<file path="src/rtl/maj_net_sequencer_if.sv">
`timescale 1ns/1ps
// Handshake and program bus for maj_net_sequencer: source/consumer side is master, evaluator is slave.
interface maj_net_sequencer_if #(
  parameter int unsigned NUM_IN = 6,
  parameter int unsigned IDX_W  = 5,
  parameter int unsigned AW     = 4
) ();
  logic                      prog_we;
  logic [AW-1:0]             prog_addr;
  logic [3*(IDX_W+1)-1:0]    prog_data;
  logic [AW:0]               num_nodes;
  logic [IDX_W:0]            out_sel;
  logic                      in_valid;
  logic                      in_ready;
  logic [NUM_IN-1:0]         x;
  logic                      out_valid;
  logic                      out_ready;
  logic                      y;
  logic                      err;

  modport master (
    output prog_we, prog_addr, prog_data, num_nodes, out_sel, in_valid, x, out_ready,
    input  in_ready, out_valid, y, err
  );

  modport slave (
    input  prog_we, prog_addr, prog_data, num_nodes, out_sel, in_valid, x, out_ready,
    output in_ready, out_valid, y, err
  );
endinterface

</file>
<file path="src/rtl/maj_net_sequencer.sv">
`timescale 1ns/1ps
// Time-multiplexed majority-inverter network evaluator: one stored node per cycle through a shared MAJ3.
// Optional feature macro MAJ_SEQ_CHECK_EN: illegal-reference detection drives err (otherwise err stays 0).
module maj_net_sequencer #(
  parameter int unsigned NUM_IN    = 6,
  parameter int unsigned MAX_NODES = 16,
  parameter int unsigned IDX_W     = 5,
  parameter int unsigned AW        = 4
) (
  input  logic                clk,
  input  logic                rst_n,
  maj_net_sequencer_if.slave  bus
);

  localparam int unsigned OP_W   = IDX_W + 1;
  localparam int unsigned WORD_W = 3 * OP_W;
  localparam int unsigned PW     = AW + 1;
`ifdef MAJ_SEQ_CHECK_EN
  localparam bit CHECK_EN = 1'b1;
`else
  localparam bit CHECK_EN = 1'b0;
`endif

  typedef enum logic [1:0] {S_IDLE, S_EVAL, S_HOLD} state_t;

  state_t              r_state;
  logic [WORD_W-1:0]   r_prog [MAX_NODES];
  logic [MAX_NODES-1:0] r_nodes;
  logic [NUM_IN-1:0]   r_x;
  logic [PW-1:0]       r_num;
  logic [OP_W-1:0]     r_osel;
  logic [PW-1:0]       r_ptr;
  logic                r_in_ready;
  logic                r_out_valid;
  logic                r_y;
  logic                r_err;

  // Returns {illegal, value^inv}; node refs at or beyond lim are forward references.
  function automatic logic [1:0] resolve(
    input logic [OP_W-1:0]      op,
    input logic [NUM_IN-1:0]    xv,
    input logic [MAX_NODES-1:0] nv,
    input logic [PW-1:0]        lim
  );
    int unsigned          idx;
    int unsigned          node;
    logic [NUM_IN-1:0]    xs;
    logic [MAX_NODES-1:0] ns;
    logic                 val;
    logic                 bad;
    idx  = 32'(op[IDX_W-1:0]);
    node = 0;
    xs   = '0;
    ns   = '0;
    val  = 1'b0;
    bad  = 1'b0;
    if (idx == 0) begin
      val = 1'b0;
    end else if (idx <= NUM_IN) begin
      xs  = xv >> (idx - 1);
      val = xs[0];
    end else begin
      node = idx - NUM_IN - 1;
      if (node >= MAX_NODES) begin
        bad = 1'b1;
      end else begin
        ns  = nv >> node;
        val = ns[0];
        if (CHECK_EN && (node >= 32'(lim))) begin
          val = 1'b0;
          bad = 1'b1;
        end
      end
    end
    return {bad, val ^ op[IDX_W]};
  endfunction

  logic [WORD_W-1:0]    w_word;
  logic [1:0]           w_a, w_b, w_c;
  logic                 w_v;
  logic                 w_op_err;
  logic [MAX_NODES-1:0] w_nodes_nxt;
  logic [PW-1:0]        w_num_clamp;
  logic [1:0]           w_res_eval;
  logic [1:0]           w_res_zero;
  logic                 w_last;
  logic                 w_prog_ok;

  assign w_word      = r_prog[r_ptr[AW-1:0]];
  assign w_a         = resolve(w_word[OP_W-1:0],        r_x, r_nodes, r_ptr);
  assign w_b         = resolve(w_word[2*OP_W-1:OP_W],   r_x, r_nodes, r_ptr);
  assign w_c         = resolve(w_word[3*OP_W-1:2*OP_W], r_x, r_nodes, r_ptr);
  assign w_v         = (w_a[0] & w_b[0]) | (w_a[0] & w_c[0]) | (w_b[0] & w_c[0]);
  assign w_op_err    = CHECK_EN & (w_a[1] | w_b[1] | w_c[1]);
  assign w_nodes_nxt = r_nodes | (MAX_NODES'(w_v) << r_ptr);
  assign w_num_clamp = (bus.num_nodes > PW'(MAX_NODES)) ? PW'(MAX_NODES) : bus.num_nodes;
  // Result resolves against the node vector including the value written this cycle.
  assign w_res_eval  = resolve(r_osel, r_x, w_nodes_nxt, r_num);
  assign w_res_zero  = resolve(bus.out_sel, bus.x, '0, '0);
  assign w_last      = (r_ptr == (r_num - PW'(1)));
  assign w_prog_ok   = ({1'b0, bus.prog_addr} < PW'(MAX_NODES));

  assign bus.in_ready  = r_in_ready;
  assign bus.out_valid = r_out_valid;
  assign bus.y         = r_y;
  assign bus.err       = r_err;

  always_ff @(posedge clk or negedge rst_n) begin
    if (!rst_n) begin
      r_state     <= S_IDLE;
      r_nodes     <= '0;
      r_x         <= '0;
      r_num       <= '0;
      r_osel      <= '0;
      r_ptr       <= '0;
      r_in_ready  <= 1'b1;
      r_out_valid <= 1'b0;
      r_y         <= 1'b0;
      r_err       <= 1'b0;
      for (int i = 0; i < int'(MAX_NODES); i++) r_prog[i] <= '0;
    end else begin
      if ((r_state == S_IDLE) && bus.prog_we && w_prog_ok)
        r_prog[bus.prog_addr] <= bus.prog_data;
      case (r_state)
        S_IDLE: begin
          if (bus.in_valid) begin
            r_x        <= bus.x;
            r_num      <= w_num_clamp;
            r_osel     <= bus.out_sel;
            r_nodes    <= '0;
            r_ptr      <= '0;
            r_in_ready <= 1'b0;
            if (w_num_clamp == '0) begin
              r_state     <= S_HOLD;
              r_out_valid <= 1'b1;
              r_y         <= w_res_zero[0];
              r_err       <= CHECK_EN & w_res_zero[1];
            end else begin
              r_state <= S_EVAL;
              r_err   <= 1'b0;
            end
          end
        end
        S_EVAL: begin
          r_nodes <= w_nodes_nxt;
          r_ptr   <= r_ptr + PW'(1);
          if (w_op_err) r_err <= 1'b1;
          if (w_last) begin
            r_state     <= S_HOLD;
            r_out_valid <= 1'b1;
            r_y         <= w_res_eval[0];
            if (CHECK_EN && w_res_eval[1]) r_err <= 1'b1;
          end
        end
        S_HOLD: begin
          if (bus.out_ready) begin
            r_state     <= S_IDLE;
            r_out_valid <= 1'b0;
            r_in_ready  <= 1'b1;
          end
        end
        default: r_state <= S_IDLE;
      endcase
    end
  end

endmodule

</file>
<file path="src/flat_wrapper.sv">
// flat-port wrapper written by rule: the top's interface ports become plain ports
module maj_net_sequencer_flat 
#(
  parameter int unsigned NUM_IN    = 6,
  parameter int unsigned MAX_NODES = 16,
  parameter int unsigned IDX_W     = 5,
  parameter int unsigned AW        = 4
)
  (clk, rst_n, bus_prog_we, bus_prog_addr, bus_prog_data, bus_num_nodes, bus_out_sel, bus_in_valid, bus_x, bus_out_ready, bus_in_ready, bus_out_valid, bus_y, bus_err);
  maj_net_sequencer_if #(.NUM_IN(NUM_IN), .IDX_W(IDX_W), .AW(AW)) bus_i ();
  input  logic clk;
  input  logic rst_n;
  input wire logic [$bits(bus_i.prog_we)-1:0] bus_prog_we;
  input wire logic [$bits(bus_i.prog_addr)-1:0] bus_prog_addr;
  input wire logic [$bits(bus_i.prog_data)-1:0] bus_prog_data;
  input wire logic [$bits(bus_i.num_nodes)-1:0] bus_num_nodes;
  input wire logic [$bits(bus_i.out_sel)-1:0] bus_out_sel;
  input wire logic [$bits(bus_i.in_valid)-1:0] bus_in_valid;
  input wire logic [$bits(bus_i.x)-1:0] bus_x;
  input wire logic [$bits(bus_i.out_ready)-1:0] bus_out_ready;
  output wire logic [$bits(bus_i.in_ready)-1:0] bus_in_ready;
  output wire logic [$bits(bus_i.out_valid)-1:0] bus_out_valid;
  output wire logic [$bits(bus_i.y)-1:0] bus_y;
  output wire logic [$bits(bus_i.err)-1:0] bus_err;
  assign bus_i.prog_we = bus_prog_we;
  assign bus_i.prog_addr = bus_prog_addr;
  assign bus_i.prog_data = bus_prog_data;
  assign bus_i.num_nodes = bus_num_nodes;
  assign bus_i.out_sel = bus_out_sel;
  assign bus_i.in_valid = bus_in_valid;
  assign bus_i.x = bus_x;
  assign bus_i.out_ready = bus_out_ready;
  assign bus_in_ready = bus_i.in_ready;
  assign bus_out_valid = bus_i.out_valid;
  assign bus_y = bus_i.y;
  assign bus_err = bus_i.err;
  maj_net_sequencer #(.NUM_IN(NUM_IN), .MAX_NODES(MAX_NODES), .IDX_W(IDX_W), .AW(AW)) u_core (.clk(clk), .rst_n(rst_n), .bus(bus_i));
endmodule
</file>
<file path="config.mk">
export PLATFORM = sky130hd
export DESIGN_NAME = maj_net_sequencer_flat
export DESIGN_NICKNAME = d
export VERILOG_FILES = /design/src/rtl/maj_net_sequencer_if.sv /design/src/rtl/maj_net_sequencer.sv /design/src/flat_wrapper.sv
export SDC_FILE = /design/constraint.sdc
export NUM_CORES = 1
export LEC_CHECK = 0
export BUFFER_PORTS_ARGS = -buffer_cell sky130_fd_sc_hd__buf_2
export CAP_MARGIN = 40
export CELL_PAD_IN_SITES_DETAIL_PLACEMENT = 0
export CELL_PAD_IN_SITES_GLOBAL_PLACEMENT = 1
export CORE_MARGIN = 2
export CORE_UTILIZATION = 54
export CTS_BUF_LIST = sky130_fd_sc_hd__clkbuf_8
export DETAILED_ROUTE_END_ITERATION = 16
export GPL_ROUTABILITY_DRIVEN = 0
export GPL_TIMING_DRIVEN = 0
export PLACE_DENSITY_LB_ADDON = 0.1
export SLEW_MARGIN = 10
export SYNTH_ARGS = -nofsm -noshare
export SYNTH_HDL_FRONTEND = slang
export SYNTH_SLANG_ARGS = --single-unit
</file>
<file path="constraint.sdc">
create_clock -name clk -period 7 [get_ports clk]
set_input_delay 1.05 -clock clk [delete_from_list [all_inputs] [get_ports clk]]
set_output_delay 1.05 -clock clk [all_outputs]
set_load 0.02 [all_outputs]
</file>
After elaboration in Yosys (flattened, before gate mapping)
Cells that the tools add are included.
- output and inout bits: 4
- input port bits: 44
- bits in registers: 331
- logic and storage cells: 148
- equality and inequality tests: 7
- add/sub/neg operators: 17
- shift operators: 11
- $lt $le $gt $ge: 14
- bitwise gates (word level): 13
- reduce and logical (&&, ||, !) cells: 18
- mux-type cells: 43
- operator list (operator ; number):
    bitwise mux 288 bit ; 1
    >= comparator 32 x 5 -> 1 bit (second input constant) ; 5
    >> shifter 6 x 32 -> 1 bit ; 5
    subtractor 32 x 1 -> 32 bit (second input constant) ; 5
    >> shifter 16 x 32 -> 1 bit ; 4
    binary-select mux 18 bit (select 4 bit) ; 1
    demux 18 bit (select 4 bit) ; 1
    2-to-1 mux 18 bit ; 3
    case mux 16 bit (2 select lines) ; 1
    >> shifter 1 x 32 -> 1 bit (first input constant) ; 1
    zero test 5 bit ; 6
    subtractor 5 x 1 -> 6 bit (second input constant) ; 5
    subtractor 5 x 3 -> 6 bit (second input constant) ; 5
    less-or-equal comparator 5 x 3 -> 1 bit (second input constant) ; 5
    2-to-1 mux 1 bit ; 24
    2-to-1 mux 16 bit ; 1
    OR 16 bit ; 1
    << shifter 1 x 5 -> 16 bit ; 1
    >= comparator 5 bit (second input constant) ; 2
    2-to-1 mux 5 bit ; 2
    NOT 4 -> 5 bit ; 2
    case mux 5 bit (2 select lines) ; 1
    2-to-1 mux 2 bit ; 4
    inequality test 2 bit (second input constant) ; 3
    other kinds (22) ; 34

Depth between registers and ports, before layout
Gate-level depths: netlist (run 1).
- word-level depth: 23
- depth in mapped cells: 28
- mapped depth without buffers: 24

Least setup slack after synthesis (run 1)
OpenSTA, ideal clock, no wires.
- path kind: flip-flop to flip-flop
- start: register u_core.r_ptr[0]
- end: register u_core.r_y (netlist: u_core.bus.y)
- buffers on the path: 3
- cell stages (with the launch flop): 27
- arrival: 5.758 ns
- path slack: 1.147 ns
- cell sequence: dfrtp_1 -> buf_4 -> buf_6 -> buf_4 -> mux4_2 -> a22oi_1 -> nand2_1 -> inv_1 -> ha_1 -> nand2b_1 -> nor4b_1 -> a21oi_1 -> ha_1 -> nor4b_1 -> nand4_1 -> nor4_1 -> nand3b_1 -> o21a_1 -> a31oi_1 -> and4_1 -> o221ai_1 -> maj3_2 -> a221oi_2 -> nor3_1 -> o31ai_1 -> xor2_1 -> o31ai_1
- word-level cells in the longest chain between the ends: 23
- RTL lines (what ; line ; RTL):
    start: declaration ; maj_net_sequencer.sv:32 ; logic [PW-1:0] r_ptr;
    start signal: assignment ; maj_net_sequencer.sv:146 ; r_ptr <= r_ptr + PW'(1);
    NOT 4 -> 5 bit (implied by the code) ; maj_net_sequencer.sv:89 ; assign w_word = r_prog[r_ptr[AW-1:0]];
    binary-select mux 18 bit (select 4 bit) ; maj_net_sequencer.sv:89 ;
    2-to-1 mux 18 bit (implied by the code) (2 in a row) ; maj_net_sequencer.sv:89 ;
    subtractor 5 x 3 -> 6 bit ; maj_net_sequencer.sv:63 ; node = idx - NUM_IN - 1;
    subtractor 32 x 1 -> 32 bit ; maj_net_sequencer.sv:63 ;
    >= comparator 32 x 5 -> 1 bit / >> shifter 16 x 32 -> 1 bit (equally long branches) ; maj_net_sequencer.sv:64, maj_net_sequencer.sv:67 ;
    2-to-1 mux 1 bit ; maj_net_sequencer.sv:64 ; if (node >= MAX_NODES) begin
    2-to-1 mux 1 bit ; maj_net_sequencer.sv:59 ; end else if (idx <= NUM_IN) begin
    [... 6 more ...] ; n/a ;
    OR 16 bit ; maj_net_sequencer.sv:95 ; assign w_nodes_nxt = r_nodes | (MAX_NODES'(w_v) << r_ptr);
    >> shifter 16 x 32 -> 1 bit ; maj_net_sequencer.sv:67 ; ns = nv >> node;
    2-to-1 mux 1 bit ; maj_net_sequencer.sv:64 ;
    2-to-1 mux 1 bit ; maj_net_sequencer.sv:59 ;
    2-to-1 mux 1 bit ; maj_net_sequencer.sv:57 ; if (idx == 0) begin
    bitwise XOR 1 bit ; maj_net_sequencer.sv:75 ; return {bad, val ^ op[IDX_W]};
    2-to-1 mux 1 bit ; maj_net_sequencer.sv:148 ; if (w_last) begin
    case mux 1 bit (2 select lines) ; maj_net_sequencer.sv:124 ; case (r_state)
    end signal: assignment ; maj_net_sequencer.sv:136 ; r_y <= w_res_zero[0];
    end signal: assignment ; maj_net_sequencer.sv:151 ; r_y <= w_res_eval[0];
    end: declaration ; maj_net_sequencer.sv:35 ; logic r_y;
Parallel ways exist; a longest one is shown, timed or not. The select of a mux whose other input is x is not followed.
A chain may end at the register's enable or synchronous reset.

Worst setup path after layout (run 1)
- start: register u_core.r_ptr[2]
- end: register u_core.r_y (netlist: u_core.bus.y)
Same word-level chain as after synthesis.

==> impl_metrics.ini, run 1 <==
[run_status]
run_status = complete, no violations

[sta]
setup-violations-final = 0
timing.fmax_mhz = 151.4
hold_violations = 0
worst_pin_slew_ns = 0.9244
slew-limit-headroom = 0.3837
slew_viol_final = 0
skew_ns = 0.03969
hold-worst-slack_ns = 0.4170
layout_worst_path_cycle_share = 0.9435
period_needed_ns = 6.605

[critical_path]
cp_common_cell = sky130_fd_sc_hd__ha_1
path_class = flop to flop
timing.critical_path.arrival_ns = 7.13
crit_slowest_cell = sky130_fd_sc_hd__maj3_2
worst_path_largest_cell_delay_ns = 0.46
cp_num_buf_inv = 4
critical_path_sink_type = flop
cp_top_family = simple AND/OR/NAND/NOR gates
worstSetupStartpointType = flop
critical_path.max_fanout = 10
worst_ep_required_time_ns = 7.52

[cells_and_area]
postLayoutCoreUtil = 0.6162
final_cell_area_mm2 = 0.02051
final_cell_mix = sky130_fd_sc_hd__dfrtp_1, sky130_fd_sc_hd__mux2_2, sky130_fd_sc_hd__nand2_1
antennaDiodeCount = 0
layout-drive-gt1-share = 0.3742
finish.net_count = 1658
layout_commonest_cell = sky130_fd_sc_hd__dfrtp_1
syn2layout_area_growth_pct = 13.25
finalNonFillerCells = 2030

[run]
number_of_max_cap_violations = 0

[die]
i_o_pin_count = 48
die_height_um = 187.1
floorplan.initialDensity = 0.5441
core_area_mm2 = 0.03328
rows = 67
dieWidth_um = 187.1
fp.dieArea_mm2 = 0.03502

[drt]
finalWirelength_mm = 48.31
drt_iter0_drc = 797
routed_wire_length_per_instance_um = 23.80
drt_drc_violations_left = 0
final_antenna_net_count = 0
via_density_per_instance = 6.123
detail_route.first_pass.iterations = 5
num_vias = 12430

[global_routing]
vias_in_the_first_global_route = 12680
antenna_found_initial = 0
gr-usage-all-layers = 0.2816
pin_count_of_the_biggest_net_entering_global_routing = 113
globalRoute.totalOverflow = 0
first_pass_grt_wire_length_mm = 74.96

[logic_synthesis]
ys_seq_area_frac = 0.4575
number_of_warnings_reported_in_the_yosys_synthesis_log = 0
syn-num-nets = 1528
postSynthRegisterBits = 331
syn_area_per_cell_um2 = 12.74
syn_inst = 1421
synth_ff_type = sky130_fd_sc_hd__dfrtp_1
async_reset_ff_frac = 1.000
synth.distinct_cells = 72
synth-edff-count = 0
synth_area_mm2 = 0.01811

[placement]
place.detailed.instances = 1938
place_hpwl_mm = 33.70
buffer_ports.inserted = 44
dpl-instance-area_mm2 = 0.01925

[pwr]
leakagePower_nw = 9.371
vdd_drop_max_v = 0.0002300
power.density_mw_per_mm2 = 401.2

[clock_tree]
clock_latency_ns = 0.62
tritoncts.num_buffers = 56
total_clock_sinks = 331
cts.htree.levels = 2
worst_setup_hold_path_clk_slew_ns = 0.07
clockRootBuffer = sky130_fd_sc_hd__clkbuf_8
maximum_count_of_clock_buffers_along_a_single_path = 3
post_cts_hold_buffer_count = 0
tritoncts_clock_tree = yes

[hold_path]
hold_class = primary input to asynchronous set/reset pin
==> final cells by class <==
type | count | area [µm²]
clock buffer | 65 | 894.6
buffer | 88 | 456.7
sequential | 331 | 8287
timing repair buffer | 73 | 598.1
tap | 448 | 560.5
fill | 2682 | 12770
clock inverter | 24 | 155.1
inverter | 27 | 101.3
multi-input combinational | 974 | 9454
==> Yosys cell counts (all sizes together), types with 4 or more instances <==
cell / n / area, µm²
a211o: 6 / 52.55
a211oi: 8 / 60.06
a21oi: 20 / 100.1
a221oi: 4 / 53.80
a22oi: 13 / 97.59
a31oi: 12 / 75.07
and2: 6 / 37.54
and3: 9 / 56.30
buf: 30 / 190.2
clkbuf: 59 / 221.5
dfrtp: 330 / 8258
ha: 63 / 788.3
inv: 27 / 101.4
mux2: 310 / 3491
mux2i: 44 / 465.4
mux4: 77 / 1734
nand2: 84 / 315.3
nand2b: 18 / 112.6
nand3: 38 / 190.2
nand4: 14 / 87.58
nand4b: 7 / 61.31
nor2: 44 / 165.2
nor2b: 15 / 93.84
nor3: 20 / 100.1
nor4: 4 / 25.02
nor4b: 4 / 35.03
o211ai: 4 / 30.03
o21ai: 47 / 235.2
o221ai: 4 / 35.03
o22ai: 5 / 31.28
o31ai: 5 / 37.54
or3: 6 / 37.54
xnor2: 20 / 175.2
xor2: 12 / 105.1
==> metrics by stage <==
| step | setup TNS, ns | power (mW) | setup WS [ns] |
|---|---|---|---|
| after floorplan | 0 | 5.366 | 1.147 |
| after global placement | -459.11 | 6.318 | -1.424 |
| after detailed placement | -0.7672 | 6.422 | -0.6450 |
| after CTS | 0 | 8.148 | 0.002041 |
| after global routing | -0.008828 | 8.772 | -0.008828 |
| final | 0 | 8.227 | 0.3954 |
==> cell families after synthesis <==
family | count (synthesis) | synth area share
other | 1 | 0.0002071
and+or+nand+nor | 286 | 0.08022
DFF | 331 | 0.4575
xor gates and xnor gates | 32 | 0.01548
adders and majority gates | 64 | 0.04415
AOI/OAI and AO/OA | 160 | 0.05991
buffers and inverters | 116 | 0.02833
muxes | 431 | 0.3142
==> sequential cells by signal, summed over array words and instances (netlist names) <==
register	flops
u_core.r_state	2
u_core.r_num	5
u_core.bus.in_ready	1
u_core.r_ptr	5
u_core.r_osel	6
u_core.r_prog	288
u_core.r_x	6
u_core.bus.out_valid	1
u_core.r_nodes	16
u_core.bus.y	1
==> power by group <==
group          total (mW)  switching, mW  internal (mW)
sequential           2.74          0.363           2.37
combinational        3.82           2.12           1.70
clock                1.67          0.769          0.903
total                8.23           3.25           4.97
==> what timing repair did <==
action                     CTS  global route
buffers inserted             0             4
pin swaps                    1             6
setup endpoints to repair    3             1
gates resized for setup     14            29
==> final timing paths <==
| path | cells past startpoint | start | endpoint | slack [ns] |
|---|---|---|---|---|
| worst min register to register | 1 | u_core.r_prog[107] | u_core.r_prog[107] | 0.50 |
| min in group clk | 1 | u_core.r_prog[107] | u_core.r_prog[107] | 0.50 |
| max in group asynchronous | 3 | rst_n | u_core.bus.in_ready | 5.41 |
| worst max register to register | 26 | u_core.r_ptr[2] | u_core.bus.y | 0.40 |
| worst min-delay path | 1 | rst_n | u_core.r_prog[154] | 0.42 |
| worst max-delay path | 26 | u_core.r_ptr[2] | u_core.bus.y | 0.40 |
==> layer usage <==
metal / wire length (µm) / global-route usage / part of all wire / up-vias
met3: 2137 / 0.04109 / 0.044 / 67
met5: 0 / 0 / 0 / -
li1: - / - / - / 5576
met1: 21950 / 0.3999 / 0.45 / 6480
met2: 23240 / 0.4575 / 0.48 / 306
met4: 980 / 0.07448 / 0.020 / 0
Power figures use the tool's default switching activity.
==> run 2: changes to the inputs <==
--- a/config.mk
+++ b/config.mk
@@ -7,15 +7,13 @@
 export LEC_CHECK = 0
 export BUFFER_PORTS_ARGS = -buffer_cell sky130_fd_sc_hd__buf_2
 export CAP_MARGIN = 40
-export CELL_PAD_IN_SITES_DETAIL_PLACEMENT = 0
-export CELL_PAD_IN_SITES_GLOBAL_PLACEMENT = 1
 export CORE_MARGIN = 2
-export CORE_UTILIZATION = 54
+export CORE_UTILIZATION = 65
 export CTS_BUF_LIST = sky130_fd_sc_hd__clkbuf_8
 export DETAILED_ROUTE_END_ITERATION = 16
 export GPL_ROUTABILITY_DRIVEN = 0
 export GPL_TIMING_DRIVEN = 0
-export PLACE_DENSITY_LB_ADDON = 0.1
+export PLACE_DENSITY = 0.83
 export SLEW_MARGIN = 10
 export SYNTH_ARGS = -nofsm -noshare
 export SYNTH_HDL_FRONTEND = slang
==> run 2 against run 1 <==
Compared with the run above: sequential power barely moved; critical endpoint unchanged; non-clock buffer count fell by 6; combinational power fell by 1%; clock power rose by 2%; clock-buffer cell count did not move; register-to-register slack got worse by 0.08 ns; die area fell by 17%; final area fell by 0.85%; critical path depth fell by 1; wire length rose by 1.5%; fmax fell by 1.2%; core utilization rose by 12 points.
==> impl_metrics.ini, run 2 (synthesis results as in run 1) <==
[run_status]
run_status = complete, no violations

[drt]
detail_route.first_pass.iterations = 6
final_antenna_net_count = 0
finalWirelength_mm = 49.05
routed_wire_length_per_instance_um = 24.97
drt_iter0_drc = 1436
drt_drc_violations_left = 0
via_density_per_instance = 6.629
num_vias = 13020

[sta]
slew_viol_final = 0
timing.fmax_mhz = 149.6
setup-violations-final = 0
hold_violations = 0
hold-worst-slack_ns = 0.3257
layout_worst_path_cycle_share = 0.9547
worst_pin_slew_ns = 0.9814
skew_ns = 0.02276
period_needed_ns = 6.683
slew-limit-headroom = 0.3458

[global_routing]
vias_in_the_first_global_route = 13110
first_pass_grt_wire_length_mm = 73.89
pin_count_of_the_biggest_net_entering_global_routing = 115
antenna_found_initial = 2
globalRoute.totalOverflow = 0
gr-usage-all-layers = 0.3367

[cells_and_area]
flip_flop_count_of_the_largest_register_all_copies_and_words_added = 288
final_cell_mix = sky130_fd_sc_hd__dfrtp_1, sky130_fd_sc_hd__mux2_2, sky130_fd_sc_hd__nand2_1
postLayoutCoreUtil = 0.7359
reg_top3 = u_core.r_prog (288), u_core.r_nodes (16)
layout_commonest_cell = sky130_fd_sc_hd__dfrtp_1
final_cell_area_mm2 = 0.02033
n_fill_cell = 1766
register_with_the_highest_flop_count = u_core.r_prog
finish.net_count = 1649
layout-drive-gt1-share = 0.3655
area_of_the_multi_input_gates_mm2 = 0.009407
syn2layout_area_growth_pct = 12.28
sequential_cell_area_mm2 = 0.008287

[die]
rows = 61
floorplan.initialDensity = 0.6554
fp.dieArea_mm2 = 0.02921
i_o_pin_count = 48
dieWidth_um = 170.9
core_area_mm2 = 0.02763
die_height_um = 170.9

[critical_path]
worst_ep_required_time_ns = 7.50
timing.critical_path.arrival_ns = 7.19
path_class = flop to flop
critical_path.reg2reg.endpoint = u_core.bus.y
worst_path_largest_cell_delay_ns = 0.45
reg2reg_setup_slack_ns = 0.32
critical_path_sink_type = flop
critical_path.max_fanout = 10
worst_r2r_path_depth = 25
crit_slowest_cell = sky130_fd_sc_hd__dfrtp_2
regToRegStartpoint = u_core.r_ptr[2]
worstSetupStartpointType = flop

[pwr]
vdd_drop_max_v = 0.0002060
power.total_mw = 8.255
leakagePower_nw = 9.370
power.density_mw_per_mm2 = 406.0

[clock_tree]
total_clock_sinks = 331
clockRootBuffer = sky130_fd_sc_hd__clkbuf_8
worst_setup_hold_path_clk_slew_ns = 0.07
maximum_count_of_clock_buffers_along_a_single_path = 3
tritoncts.num_buffers = 53
post_cts_hold_buffer_count = 0
clock_latency_ns = 0.62
tritoncts_clock_tree = yes
cts.htree.levels = 2

[placement]
buffer_ports.inserted = 44
dpl-instance-area_mm2 = 0.01909
place_hpwl_mm = 32.29

[run]
number_of_max_cap_violations = 0

[hold_path]
hold_class = primary input to asynchronous set/reset pin
-- run 2: cell count changes in the layout (fill, tap and decap cells not counted), sizes merged --
cell	delta
clkbuf	-1
buf	-5
diode	+2
clkinv	+2
inv	+7
clkinvlp	-1
-- run 2: area by class of cell --
class,instances,share of cell area
clock inverters,32,0.01034
flip-flops and latches,331,0.4076
clock buffers,65,0.04400
inverters,27,0.004985
multi-input cells,974,0.4626
plain buffers,87,0.02105
well taps,378,0.02326
diodes,2,0.0002462
repair buffers,68,0.02591
-- run 2: per-layer routing --
metal | track usage | part of all wire | vias to the layer above
li1 | - | - | 5553
met1 | 0.4467 | 0.39 | 6616
met2 | 0.5407 | 0.48 | 647
met3 | 0.06176 | 0.076 | 203
met4 | 0.1658 | 0.053 | 0
met5 | 0 | 0 | -
-- run 2: worst max-delay path by stage --
stage | cells after the start | end | startpoint
5_1_grt | 26 | u_core.bus.y | u_core.r_ptr[2]
2_1_floorplan | 26 | u_core.bus.y | u_core.r_ptr[0]
3_3_place_gp | 1 | u_core.r_prog[20] | rst_n
6_report | 25 | u_core.bus.y | u_core.r_ptr[2]
3_5_place_dp | 27 | u_core.bus.y | u_core.r_ptr[3]
4_1_cts | 26 | u_core.bus.y | u_core.r_ptr[0]
-- run 2: power breakdown --
part	internal [mW]	switching [mW]	total, mW
logic	1.66	2.11	3.77
registers	2.37	0.401	2.77
clock network	0.917	0.797	1.71
-- run 2: critical path, delay by kind of cell, from the launching register on --
kind	cells	cell delay [ns]
buffers and inverters	5	1.50
AO/OA/AOI/OAI	8	1.50
AND/OR/NAND/NOR	6	1.45
adder cells (fa/ha/maj)	2	0.68
XOR/XNOR	3	0.64
flip-flops	1	0.45
multiplexers	1	0.33
-- run 2: timing repair --
action,in CTS,in global routing
pin swaps,0,3
endpoints found under the setup margin,13,3
setup buffers,0,3
resized for setup,7,18
gates cloned,0,0
-- run 2: stage by stage --
stage               setup slack, ns  cells   TNS, ns
finish                       0.3169   1964         0
global route               -0.03548   1964  -0.03548
CTS                         0.01980   1958         0
detailed placement          -0.5433   1863   -0.7162
global placement             -1.176   1843   -379.99
floorplan                     1.147   1421         0
==> run 3: changes to the inputs <==
--- a/config.mk
+++ b/config.mk
@@ -8,12 +8,12 @@
 export BUFFER_PORTS_ARGS = -buffer_cell sky130_fd_sc_hd__buf_2
 export CAP_MARGIN = 40
 export CORE_MARGIN = 2
-export CORE_UTILIZATION = 65
-export CTS_BUF_LIST = sky130_fd_sc_hd__clkbuf_8
+export CORE_UTILIZATION = 63
 export DETAILED_ROUTE_END_ITERATION = 16
 export GPL_ROUTABILITY_DRIVEN = 0
 export GPL_TIMING_DRIVEN = 0
-export PLACE_DENSITY = 0.83
+export PLACE_DENSITY = 0.8
+export RECOVER_POWER = 25
 export SLEW_MARGIN = 10
 export SYNTH_ARGS = -nofsm -noshare
 export SYNTH_HDL_FRONTEND = slang
==> run 3 against run 2 <==
Compared with the run above: the run now ends with capacitance limit, slew limit left; register-to-register slack worse by 0.02 ns; worst setup slack worse by 0.020 ns; non-clock buffer count is 9 higher; power is 3.4% higher; wire length is 0.85% higher; sequential cell count stayed put; sequential power hardly changed; final cell count is 0.97% lower; first-iteration DRC count is 9.7% lower.
==> impl_metrics.ini, run 3 (synthesis results as in run 1) <==
[pwr]
clockPowerShare = 0.226
p_int_mw = 5.213
pwr-share-seq = 0.323
power.net_switching_mw = 3.325
power.share.combinational = 0.451
power.density_mw_per_mm2 = 416.7
leakagePower_nw = 9.341
vdd_drop_max_v = 0.0002189
power.total_mw = 8.538
power_switching_share = 0.3894

[die]
i_o_pin_count = 48
floorplan.initialDensity = 0.6361
rows = 62
die_height_um = 173.5
dieWidth_um = 173.5
core_area_mm2 = 0.02847
fp.dieArea_mm2 = 0.03012

[run]
number_of_max_cap_violations = 2

[clock_tree]
clockRootBuffer = sky130_fd_sc_hd__clkbuf_16
total_clock_sinks = 331
tritoncts_clock_tree = yes
tritoncts.num_buffers = 36
worst_setup_hold_path_clk_slew_ns = 0.06
cts.htree.levels = 2
maximum_count_of_clock_buffers_along_a_single_path = 3
clock_latency_ns = 0.53

[sta]
slew_viol_final = 130
slew-limit-headroom = -1.182
hold-worst-slack_ns = 0.4997
timing.fmax_mhz = 149.2
worst_pin_slew_ns = 3.273
layout_worst_path_cycle_share = 0.9576
skew_ns = 0.01744
setup-violations-final = 0
hold_violations = 0
period_needed_ns = 6.703
tns_ns = 0

[critical_path]
cp_num_buf_inv = 4
critical_path_sink_type = flop
worst_ep_required_time_ns = 7.43
crit_slowest_cell = sky130_fd_sc_hd__dfrtp_2
timing.critical_path.arrival_ns = 7.13
worst_path_largest_cell_delay_ns = 0.45
path_class = flop to flop
worst_r2r_path_depth = 26
cp_top_family = compound AO/OA/AOI/OAI gates
worstSetupStartpointType = flop
stages_on_worst_setup_path = 26
critical_path.max_fanout = 10

[hold_path]
min_path_cells = 1
hold_class = flop to flop

[drt]
finalWirelength_mm = 49.46
final_antenna_net_count = 0
routed_wire_length_per_instance_um = 25.43
detail_route.first_pass.iterations = 6
drt_drc_violations_left = 0
num_vias = 13040
via_density_per_instance = 6.702
drt_iter0_drc = 1297

[global_routing]
first_pass_grt_wire_length_mm = 76.98
antenna_found_initial = 2
vias_in_the_first_global_route = 13570
pin_count_of_the_biggest_net_entering_global_routing = 119
globalRoute.totalOverflow = 0
gr-usage-all-layers = 0.3322

[cells_and_area]
finish.net_count = 1641
reg_top3 = u_core.r_prog (288), u_core.r_nodes (16)
syn2layout_area_growth_pct = 13.13
flip_flop_count_of_the_largest_register_all_copies_and_words_added = 288
sequential_cell_area_mm2 = 0.008287
n_fill_cell = 1854
layout-drive-gt1-share = 0.3673
area_of_the_multi_input_gates_mm2 = 0.009429
layout_commonest_cell = sky130_fd_sc_hd__dfrtp_1
finalNonFillerCells = 1945
register_with_the_highest_flop_count = u_core.r_prog
postLayoutCoreUtil = 0.7196
final_cell_mix = sky130_fd_sc_hd__dfrtp_1, sky130_fd_sc_hd__mux2_2, sky130_fd_sc_hd__nand2_1

[placement]
buffer_ports.inserted = 44
place.detailed.instances = 1871
place_hpwl_mm = 32.42

[run_status]
failed_checks = capacitance limit, slew limit
run_status = finished with violations
==> run 3: changes by cell type in the layout (fill, tap and decap cells not counted), moves of 2 or more <==
cell / previous run / this run
sky130_fd_sc_hd__inv_6: 0 / 3
sky130_fd_sc_hd__clkbuf_8: 65 / 5
sky130_fd_sc_hd__clkinv_2: 3 / 5
sky130_fd_sc_hd__buf_4: 17 / 22
sky130_fd_sc_hd__inv_1: 45 / 22
sky130_fd_sc_hd__clkbuf_16: 0 / 37
sky130_fd_sc_hd__clkbuf_1: 57 / 65
sky130_fd_sc_hd__buf_16: 3 / 1
sky130_fd_sc_hd__clkinvlp_4: 1 / 3
sky130_fd_sc_hd__buf_6: 11 / 14
sky130_fd_sc_hd__clkinv_8: 2 / 0
==> run 3: per-stage QoR <==
step,setup slack (ns),instance area [µm²]
CTS,0.03928,20340
finish,0.2969,20490
global route,-0.04954,20490
floorplan,1.147,18110
global placement,-1.236,18810
detailed placement,-0.4339,19130
==> run 3: power groups by stage <==
stage | Sequential (mW) | Combinational (mW) | Clock [mW]
after detailed placement | 2.76 | 3.63 | 0
after global placement | 2.72 | 3.47 | 0
final | 2.76 | 3.85 | 1.93
after floorplan | 2.61 | 2.76 | 0
after global routing | 2.80 | 4.19 | 2.02
after CTS | 2.74 | 3.68 | 1.94
==> run 3: area by class of cell <==
type                    count  area share
well taps                 384     0.02345
clock buffers              50     0.05002
inverters                  27    0.004947
multi-input cells         974      0.4602
repair buffers             78     0.02767
flip-flops and latches    331      0.4045
clock inverters            14    0.008000
diodes                      1   0.0001221
plain buffers              86     0.02107
==> run 3: worst register-to-register path: cells and delay by family (launching register included) <==
kind | cells | cell delay, ns
AO/OA/AOI/OAI | 8 | 1.93
buffers and inverters | 4 | 0.89
adder cells (fa/ha/maj) | 3 | 0.96
XOR/XNOR | 1 | 0.17
AND/OR/NAND/NOR | 9 | 1.88
flip-flops | 1 | 0.45
multiplexers | 1 | 0.33
==> run 3: per-layer routing <==
| metal | GRT usage | up-vias | wire length [µm] |
|---|---|---|---|
| li1 | - | 5532 | - |
| met1 | 0.4334 | 6705 | 19280 |
| met2 | 0.5543 | 642 | 24250 |
| met3 | 0.06162 | 156 | 3822 |
| met4 | 0.1342 | 0 | 2117 |
| met5 | 0 | - | 0 |
==> run 3: timing repair <==
action / in CTS / in global routing
cloned: 0 / 0
setup endpoints to repair: 3 / 3
hold buffers: 0 / 0
setup buffers: 0 / 12
gates resized for setup: 8 / 23
pin swaps: 0 / 7
==> run 3: worst paths after layout <==
kind,startpoint,endpoint,slack [ns]
setup / recovery,u_core.r_ptr[2],u_core.bus.y,0.30
hold / removal,u_core.r_prog[116],u_core.r_prog[116],0.50
setup reg to reg,u_core.r_ptr[2],u_core.bus.y,0.30
hold reg to reg,u_core.r_prog[116],u_core.r_prog[116],0.50
max in group asynchronous,rst_n,u_core.r_prog[246],1.33
min in group asynchronous,rst_n,u_core.r_x[1],1.61
